--- src/rtl/vna_pkg.sv ---
// vna_pkg: shared FSM states, point entry layout and data width for the VNA point buffer
package vna_pkg;
  localparam int DATA_W = 24;
  localparam int IDX_W = 16;
  typedef enum logic [1:0] {IDLE, WAIT_SOS, RUN} state_t;
  typedef struct packed {
    logic signed [DATA_W-1:0] i;
    logic signed [DATA_W-1:0] q;
    logic [IDX_W-1:0] index;
    logic sos;
  } point_t;
endpackage

--- src/rtl/vna_sync_fifo.sv ---
// vna_sync_fifo: synchronous FIFO with extended pointers and a registered head word
module vna_sync_fifo #(
  parameter int WIDTH = 65,
  parameter int DEPTH = 16
) (
  input  logic             clk,
  input  logic             rst_n,
  input  logic             flush,
  input  logic             push,
  input  logic             pop,
  input  logic [WIDTH-1:0] din,
  output logic [WIDTH-1:0] dout,
  output logic             valid,
  output logic             full
);
  localparam int AW = $clog2(DEPTH);
  logic [WIDTH-1:0] mem [DEPTH];
  logic [AW:0] wptr, rptr, wptr_n, rptr_n;
  logic do_push, do_pop;
  assign valid = wptr != rptr;
  assign full = (wptr ^ rptr) == {1'b1, {AW{1'b0}}};
  assign do_pop = pop && valid;
  assign do_push = push && (!full || do_pop);
  assign wptr_n = wptr + (AW+1)'(do_push);
  assign rptr_n = rptr + (AW+1)'(do_pop);
  // storage array, left without reset so it can map onto RAM
  always_ff @(posedge clk)
    if (do_push && !flush) mem[wptr[AW-1:0]] <= din;
  // pointers and head register; the head bypasses the array when the FIFO is (about to be) empty
  always_ff @(posedge clk or negedge rst_n)
    if (!rst_n) begin
      wptr <= '0;
      rptr <= '0;
      dout <= '0;
    end else if (flush) begin
      wptr <= '0;
      rptr <= '0;
      dout <= '0;
    end else begin
      wptr <= wptr_n;
      rptr <= rptr_n;
      dout <= (do_push && wptr == rptr_n) ? din : mem[rptr_n[AW-1:0]];
    end
endmodule

--- src/rtl/vna_point_buffer.sv ---
// vna_point_buffer: indexes scanner points per scan and queues them for the packet assembler
// Define VNA_POINT_BUFFER_STATS_EN to enable the overflow flag and dropped-point counter.
module vna_point_buffer
  import vna_pkg::*;
#(
  parameter int DEPTH = 16,
  parameter int IDXW = 16
) (
  input  logic                     clk,
  input  logic                     rst_n,
  input  logic                     vna,
  input  logic [15:0]              vna_count,
  input  logic                     in_strobe,
  input  logic signed [DATA_W-1:0] in_I,
  input  logic signed [DATA_W-1:0] in_Q,
  output logic                     out_valid,
  input  logic                     out_ready,
  output logic signed [DATA_W-1:0] out_I,
  output logic signed [DATA_W-1:0] out_Q,
  output logic [IDXW-1:0]          out_index,
  output logic                     out_sos,
  output logic                     overflow,
  output logic [15:0]              dropped_count
);
  localparam int W = 2*DATA_W + IDXW + 1;
  state_t state, state_n;
  logic [15:0] cnt_lat, cnt_lat_n;
  logic [IDXW-1:0] idx, idx_n, idx_new;
  logic flush, take, accept, full, pop;
  logic [W-1:0] dout;
  assign pop = out_valid && out_ready;
  assign idx_new = (state == RUN && idx != IDXW'(cnt_lat)) ? idx + 1'b1 : '0;
  assign accept = take && (!full || pop);
  // scan sequencing: disable and count changes flush first, strobes are only taken once armed
  always_comb begin
    state_n = state;
    cnt_lat_n = cnt_lat;
    idx_n = idx;
    flush = 1'b0;
    take = 1'b0;
    if (!vna) begin
      state_n = IDLE;
      idx_n = '0;
      flush = 1'b1;
    end else if (state != IDLE && vna_count != cnt_lat) begin
      flush = 1'b1;
      idx_n = '0;
      cnt_lat_n = vna_count;
      state_n = vna_count != '0 ? WAIT_SOS : IDLE;
    end else if (state == IDLE) begin
      if (vna_count != '0) begin
        state_n = WAIT_SOS;
        cnt_lat_n = vna_count;
      end
    end else if (in_strobe) begin
      take = 1'b1;
      idx_n = idx_new;
      state_n = RUN;
    end
  end
  // FSM state, latched scan length and last assigned index
  always_ff @(posedge clk or negedge rst_n)
    if (!rst_n) begin
      state <= IDLE;
      cnt_lat <= '0;
      idx <= '0;
    end else begin
      state <= state_n;
      cnt_lat <= cnt_lat_n;
      idx <= idx_n;
    end
  vna_sync_fifo #(.WIDTH(W), .DEPTH(DEPTH)) u_fifo (
    .clk(clk),
    .rst_n(rst_n),
    .flush(flush),
    .push(accept),
    .pop(pop),
    .din({in_I, in_Q, idx_new, idx_new == '0}),
    .dout(dout),
    .valid(out_valid),
    .full(full)
  );
  assign {out_I, out_Q, out_index, out_sos} = dout;
`ifdef VNA_POINT_BUFFER_STATS_EN
  // sticky overflow and saturating drop count, cleared only by reset
  always_ff @(posedge clk or negedge rst_n)
    if (!rst_n) begin
      overflow <= 1'b0;
      dropped_count <= '0;
    end else if (take && !accept) begin
      overflow <= 1'b1;
      if (dropped_count != 16'hFFFF) dropped_count <= dropped_count + 1'b1;
    end
`else
  assign overflow = 1'b0;
  assign dropped_count = '0;
`endif
endmodule

--- config.mk ---
export PLATFORM = sky130hd
export DESIGN_NAME = vna_point_buffer
export DESIGN_NICKNAME = d
export VERILOG_FILES = /design/src/rtl/vna_pkg.sv /design/src/rtl/vna_sync_fifo.sv /design/src/rtl/vna_point_buffer.sv
export SDC_FILE = /design/constraint.sdc
export NUM_CORES = 1
export LEC_CHECK = 0
export BUFFER_PORTS_ARGS = -buffer_cell sky130_fd_sc_hd__buf_4
export CAP_MARGIN = 20
export CELL_PAD_IN_SITES_DETAIL_PLACEMENT = 1
export CELL_PAD_IN_SITES_GLOBAL_PLACEMENT = 1
export CORE_UTILIZATION = 45
export CTS_BUF_LIST = sky130_fd_sc_hd__clkbuf_16
export DETAILED_ROUTE_END_ITERATION = 10
export PLACE_DENSITY = 0.74
export SLEW_MARGIN = 25
export SYNTH_ARGS = -nofsm -noshare
export SYNTH_HDL_FRONTEND = slang
export SYNTH_SLANG_ARGS = --single-unit
--- constraint.sdc ---
create_clock -name clk -period 7.35 [get_ports clk]
set_input_delay 0.3675 -clock clk [delete_from_list [all_inputs] [get_ports clk]]
set_output_delay 0.3675 -clock clk [all_outputs]
set_load 0.005 [all_outputs]
==> flow_summary.yaml, run 1 <==
status:
  status: "completed"
place:
  gp_congestion: 0.773
  hpwlAfterDp_um: 58800
  dpl-instance-area_um2: 47300
  numPortBuffers: 134
critical_path:
  required_ns: 7.88
  crit_type: "reg2reg"
  cpLargestDelayFamily: "buffers and inverters"
  path_buf_inv: 2
  worst-r2r-setup-slack_ns: 2.18
  reg2regPathDepth: 11
  cp-start-kind: "register"
  worstReg2RegEnd: "u_fifo.dout[5]"
  critPathMaxStageDelay_ns: 0.77
  end_kind: "register"
  critPathMaxFanout: 85
  cpMostUsedCell: "mux4_2"
  path_cells: "xnor2_1, nand4_1, or2_2, and2_1, ha_4, buf_12, buf_4, mux4_2, mux4_2, nand2_1, a21oi_1"
  cp_data_arrival_time_ns: 5.70
  r2r_start: "u_fifo.wptr[2]"
  crit_path_top_delay_cell: "ha_4"
route:
  drt_wl_total_um: 113000
  drc_errors: 0
  vias_per_cell: 6.00
  ant_nets: 0
  drt_iter0_drc: 2322
  vias: 22300
  wl_per_cell_um: 30.3
  firstDrtPassIters: 5
clocking:
  cts_made_buffers: 112
  cts_tree: "yes"
  clkTransAtPathRegs_ns: 0.07
  ctsResizeCount: 0
  cts.path.max_buffers: 3
  cts_htree_levels: 3
  insertion_delay_ns: 0.70
  cts_root_buf: "clkbuf_16"
  cts_sinks: 1149
sta:
  fmax_ghz: 0.193
  layout_min_cycle_time_ns: 5.17
  fin_skew_ns: 0.0241
  rsz0062_at_grt: "no"
  worstMarginPinSlew_ns: 1.10
  maxSlewHeadroom_pct: 26.8
  setup_violations: 0
  setup_tns_ns: 0
  fin_crit_sh_pct: 70.4
  hold_viol_final: 0
  slew_violations: 0
yosys:
  yosys-top-cells-area: "edfxtp_1 70%, mux4_2 16%, dfrtp_1 6.1%"
  synth_warnings: 0
  synth_top_area_share_pct: 69.9
  ys_types: 49
  ys_ff_latch: 1149
  synth.mux.area_fraction_pct: 16.8
  async_reset_ff_share_pct: 9.49
  synth_compound_area_share_pct: 1.31
  synthFlopType: "edfxtp_1"
  synthTopCellsByCount: "1,040 x edfxtp_1, 325 x mux4_2, 132 x nand2_1, 109 x dfrtp_1, 82 x clkbuf_1"
  synth_top_cell_by_area: "edfxtp_1"
  synth_area_um2: 44700
  synth-edff-count: 1040
  yosys.cell_count.top_type: "edfxtp_1"
  syn-mean-instance-area_um2: 21.3
  yosys.area_share.xor_xnor_pct: 1.27
  ys_seq_area_share_pct: 76.1
  synth_top_family_by_area: "multiplexers"
  synth-simple-area-share_pct: 3.01
  synthCells: 2094
  synthAdderAreaFrac_pct: 0.140
power_and_ir_drop:
  ir_worst_vdd_v: 0.000182
  power.density_nw_per_um2: 250
  p_leak_nw: 16.7
finish:
  final_nets: 2411
  ff_latch_area_um2: 34000
  design_area_um2: 51600
  fillers: 8560
  drive_gt1_share_pct: 29.1
  multiInputGateArea_um2: 10300
  area_delta_synth_final_pct: 15.6
min_path:
  worstHoldStart: "in_strobe"
  hold_path_end: "idx[14]"
  hold_class: "in2reg"
  hold_depth: 3
global_route:
  track_usage_pct: 22.6
  grt_antenna_before_repair: 6
  grt_pass1_vias: 23800
  grt_pass1_wl_um: 163000
  gr-total-overflow: 0
  grt_max_degree: 169
floorplanning:
  ioPinCount: 152
  die_x_um: 317
  dieHeight_um: 317
  num_rows: 115
  die_area_um2: 100000
  initial_core_util_pct: 45.4
  core-area_um2: 98300
job:
  max_cap_violations: 0
[report_power, final]
group	total (mW)	switching (mW)	internal [mW]	leakage, nW
sequential	7.13	0.0187	7.11	10.9
combinational	0.221	0.133	0.0877	3.90
clock	5.56	2.42	3.14	1.87
total	12.9	2.57	10.3	16.7
[worst reg2reg max path, delay by kind of cell, from the launching register on]
kind,cells,cell delay (ns)
fa+ha+maj,1,0.77
flops,1,0.65
buf+inv,2,1.50
compound gates,1,0.09
xor+xnor,1,0.18
simple gates,4,0.69
mux,2,1.13
[metrics by stage]
| step | total power, mW | worst slack, ns | instances | hold slack [ns] | util, % |
|---|---|---|---|---|---|
| floorplan | 7.32 | 0.952 | 2110 | 0.0719 | - |
| global placement | 7.44 | 2.19 | 3441 | 0.536 | 48.2 |
| detailed placement | 7.46 | 2.09 | 3441 | 0.526 | 48.2 |
| CTS | 13.0 | 2.06 | 3718 | 0.0103 | 52.5 |
| global route | 13.2 | 1.75 | 3721 | 0.0345 | 52.5 |
| finish | 12.9 | 2.18 | 3721 | 0.0520 | 52.5 |
[state kept, by name, indices dropped and copies added, names as in the netlist]
signal	flops
u_fifo.mem	1040
u_fifo.rptr	5
u_fifo.dout	65
state	2
idx	16
u_fifo.wptr	5
cnt_lat	16
[area by class of cell]
class | instances | area share [%]
Multi-Input combinational cell | 819 | 20.0
Clock buffer | 113 | 5.48
Sequential cell | 1149 | 65.8
Inverter | 6 | 0.0436
Tap cell | 1287 | 3.12
Timing Repair Buffer | 249 | 4.11
Clock inverter | 97 | 1.44
Antenna cell | 1 | 0.00485
[timing repair]
item	4_1_cts	5_1_grt
hold buffers	67	0
hold endpoints to repair	871	0
buffers inserted	0	0
[worst max-delay path by stage]
| stage | from | end | slack, ns | cells past startpoint |
|---|---|---|---|---|
| 4_1_cts | u_fifo.wptr[2] | u_fifo.dout[14] | 2.06 | 11 |
| 3_5_place_dp | u_fifo.wptr[2] | u_fifo.dout[5] | 2.09 | 11 |
| 6_report | u_fifo.wptr[2] | u_fifo.dout[5] | 2.18 | 11 |
| 5_1_grt | u_fifo.wptr[2] | u_fifo.dout[18] | 1.75 | 11 |
| 3_3_place_gp | u_fifo.wptr[2] | u_fifo.dout[5] | 2.19 | 11 |
| 2_1_floorplan | u_fifo.wptr[1] | u_fifo.mem[8][0] | 0.95 | 7 |
[cell families (layout without fill, tap and decap cells)]
family	count (synthesis)	after routing
muxes	343	343
DFF	1149	1149
AOI/OAI and AO/OA	104	104
buffers and inverters	142	465
other	1	18
and+or+nand+nor	287	287
xor gates and xnor gates	63	63
adders and majority gates	5	5
[layout by cell type, fill, tap and decap left out, types with 24 or more instances in the layout]
master	netlist	layout
nor2_1	45	33
mux4_2	325	325
or3_1	29	29
dfrtp_1	109	109
xnor2_1	49	48
clkbuf_16	0	113
inv_1	6	36
edfxtp_1	1040	1040
a21oi_1	72	72
nand2_1	132	132
dlygate4sd3_1	0	67
buf_4	18	175
clkinv_1	0	24
[layer usage]
layer  vias up  part of all wire (%)  routed length [um]  track usage (%)
li1       9079                     -                   -                -
met1     12100                    40               45100             31.0
met2      1021                    50               56700             37.6
met5         -                 0.044                  50                0
met3       171                   7.4                8380             3.52
met4         8                   2.2                2540             7.16
No activity file was read; power rests on OpenSTA's default activity.
==> run 2: changes to the inputs <==
--- a/config.mk
+++ b/config.mk
@@ -12,7 +12,7 @@
 export CORE_UTILIZATION = 45
 export CTS_BUF_LIST = sky130_fd_sc_hd__clkbuf_16
 export DETAILED_ROUTE_END_ITERATION = 10
-export PLACE_DENSITY = 0.74
+export PLACE_DENSITY = 0.77
 export SLEW_MARGIN = 25
 export SYNTH_ARGS = -nofsm -noshare
 export SYNTH_HDL_FRONTEND = slang
==> constraint.sdc (replaced) <==
create_clock -name clk -period 4.3 [get_ports clk]
set_input_delay 0.215 -clock clk [delete_from_list [all_inputs] [get_ports clk]]
set_output_delay 0.215 -clock clk [all_outputs]
set_load 0.005 [all_outputs]
==> run 2 against run 1 <==
Via count rose by 1.3%. Die area did not move. Highest routed layer unchanged. Count of clock-buffer cells in the layout rose by 4. Largest power group unchanged. Critical endpoint is now u_fifo.dout[4]. Sequential share of layout area shrank 1.0 points. Final cell count grew 0.81%. Utilization up 0.82 points. Sequential power grew 71%. Combinational power increased by 70%. Global-route usage increased by 0.69 points. Cell area up 1.6%.
==> flow_summary.yaml, run 2 (synthesis results as in run 1) <==
critical_path:
  end_kind: "register"
  path_buf_inv: 2
  cp-start-kind: "register"
  cpMostUsedCell: "ha_4"
  crit_type: "reg2reg"
  worst-r2r-setup-slack_ns: 0.20
  required_ns: 4.92
  critPathMaxStageDelay_ns: 0.76
  path_cells: "xnor2_1, inv_1, or2_2, and2_1, ha_4, ha_4, xor2_1, nor2_1, nand4_1, or4b_4, buf_4, or3_1, a21oi_1"
  r2r_start: "u_fifo.rptr[4]"
  cp_data_arrival_time_ns: 4.72
  worstReg2RegEnd: "u_fifo.dout[4]"
  reg2regPathDepth: 13
  cpLargestDelayFamily: "simple AND/OR/NAND/NOR gates"
  critPathMaxFanout: 28
  crit_path_top_delay_cell: "or4b_4"
clocking:
  cts.path.max_buffers: 3
  cts_made_buffers: 114
  insertion_delay_ns: 0.71
  cts_root_buf: "clkbuf_16"
  cts_tree: "yes"
  ctsResizeCount: 0
  cts_sinks: 1149
  clkTransAtPathRegs_ns: 0.06
  cts_htree_levels: 3
route:
  firstDrtPassIters: 5
  vias_per_cell: 6.03
  wl_per_cell_um: 30.8
  vias: 22600
  ant_nets: 0
  drc_errors: 0
  drt_wl_total_um: 115000
  drt_iter0_drc: 2241
finish:
  drive_gt1_share_pct: 30.4
  fin_util_pct: 53.3
  design_area_um2: 52400
  final_nets: 2435
  final_common_cell: "edfxtp_1"
  largest_reg_flops: 1040
  fillers: 8524
  layout_common_cells: "1,040 x edfxtp_1, 325 x mux4_2, 170 x buf_4"
  area_delta_synth_final_pct: 17.4
sta:
  maxSlewHeadroom_pct: 31.5
  fin_skew_ns: 0.0310
  rsz0062_at_grt: "no"
  fin_crit_sh_pct: 95.3
  hold_viol_final: 0
  setup_violations: 0
  fmax_ghz: 0.244
  slew_violations: 0
  holdWs_ns: 0.120
  layout_min_cycle_time_ns: 4.10
  worstMarginPinSlew_ns: 1.02
global_route:
  gr-total-overflow: 0
  grt_pass1_wl_um: 167000
  track_usage_pct: 23.3
  grt_max_degree: 92
  grt_pass1_vias: 24300
  grt_antenna_before_repair: 3
floorplanning:
  die_area_um2: 100000
  num_rows: 115
  core-area_um2: 98300
  die_x_um: 317
  initial_core_util_pct: 45.4
  ioPinCount: 152
  dieHeight_um: 317
place:
  dpl-instance-area_um2: 47900
  numPortBuffers: 134
  hpwlAfterDp_um: 61200
  gp_congestion: 0.802
power_and_ir_drop:
  switching_share_pct: 20.0
  power.density_nw_per_um2: 433
  internal_power_mw: 18.2
  totalPowerFinal_mw: 22.7
  p_leak_nw: 17.3
  ir_worst_vdd_v: 0.000344
  pwr-share-clk_pct: 44.6
  combPwrFrac_pct: 1.7
  seq_power_share_pct: 53.7
  p_switching_mw: 4.53
min_path:
  hold_class: "in2async"
job:
  max_cap_violations: 0
status:
  status: "completed"
## run 2: cell count changes in the layout (fill, tap and decap cells not counted), sizes merged
cell,previous run,this run
clkbuf,113,117
inv,42,34
dlygate4sd3,67,68
clkinv,49,52
bufinv,10,15
buf,182,203
clkinvlp,2,6
## run 2: worst reg2reg max path, stage by stage, from the launching register on
cell     delay [ns]
dfrtp_1        0.40
xnor2_1        0.31
inv_1          0.09
or2_2          0.32
and2_1         0.20
ha_4           0.17
ha_4           0.23
xor2_1         0.17
nor2_1         0.16
nand4_1        0.18
or4b_4         0.76
buf_4          0.39
or3_1          0.44
a21oi_1        0.18
## run 2: how the worst max path moves through the flow
| stage | start | to | slack (ns) | cells past startpoint |
|---|---|---|---|---|
| floorplan | u_fifo.wptr[1] | u_fifo.mem[10][0] | -0.43 | 7 |
| global placement | u_fifo.rptr[2] | u_fifo.dout[25] | 0.34 | 12 |
| global route | u_fifo.rptr[4] | u_fifo.dout[4] | 0.05 | 13 |
| detailed placement | u_fifo.rptr[4] | u_fifo.dout[4] | 0.28 | 13 |
| finish | u_fifo.rptr[4] | u_fifo.dout[4] | 0.20 | 13 |
| CTS | u_fifo.rptr[4] | u_fifo.dout[4] | 0.21 | 13 |
## run 2: cell type report
class                      count  area (um2)  area share (%)
timing repair buffer         271        2620            4.99
multi-input combinational    819       10400            19.8
sequential                  1149       34000            64.8
inverter                       6        22.5          0.0430
clock inverter               101         915            1.74
antenna                        1        2.50         0.00477
tap                         1287        1610            3.07
clock buffer                 117        2930            5.59
## run 2: power groups by stage
stage	clock network [mW]	logic (mW)	registers (mW)
2_1_floorplan	0	0.0915	12.4
3_3_place_gp	0	0.297	12.4
3_5_place_dp	0	0.323	12.4
4_1_cts	10.3	0.377	12.2
5_1_grt	10.6	0.408	12.2
6_report	10.1	0.376	12.2
## run 2: stage by stage
step / instances / setup slack [ns] / TNS (ns)
3_5_place_dp: 3464 / 0.279 / 0
4_1_cts: 3750 / 0.215 / 0
6_report: 3751 / 0.203 / 0
5_1_grt: 3750 / 0.0509 / 0
2_1_floorplan: 2110 / -0.429 / -374.85
3_3_place_gp: 3463 / 0.344 / 0
## run 2: per-layer routing
| metal | track usage (%) | up-vias | wire, um |
|---|---|---|---|
| met5 | 0 | - | 32 |
| met2 | 40.1 | 1108 | 60000 |
| met3 | 4.24 | 173 | 8790 |
| met4 | 6.72 | 6 | 2570 |
| met1 | 30.4 | 12200 | 44100 |
| li1 | - | 9128 | - |
## run 2: repair_timing
action | 4_1_cts | 5_1_grt
hold buffers | 68 | 0
setup endpoints to repair | 0 | 0
hold endpoints to repair | 888 | 0
setup buffers | 0 | 0
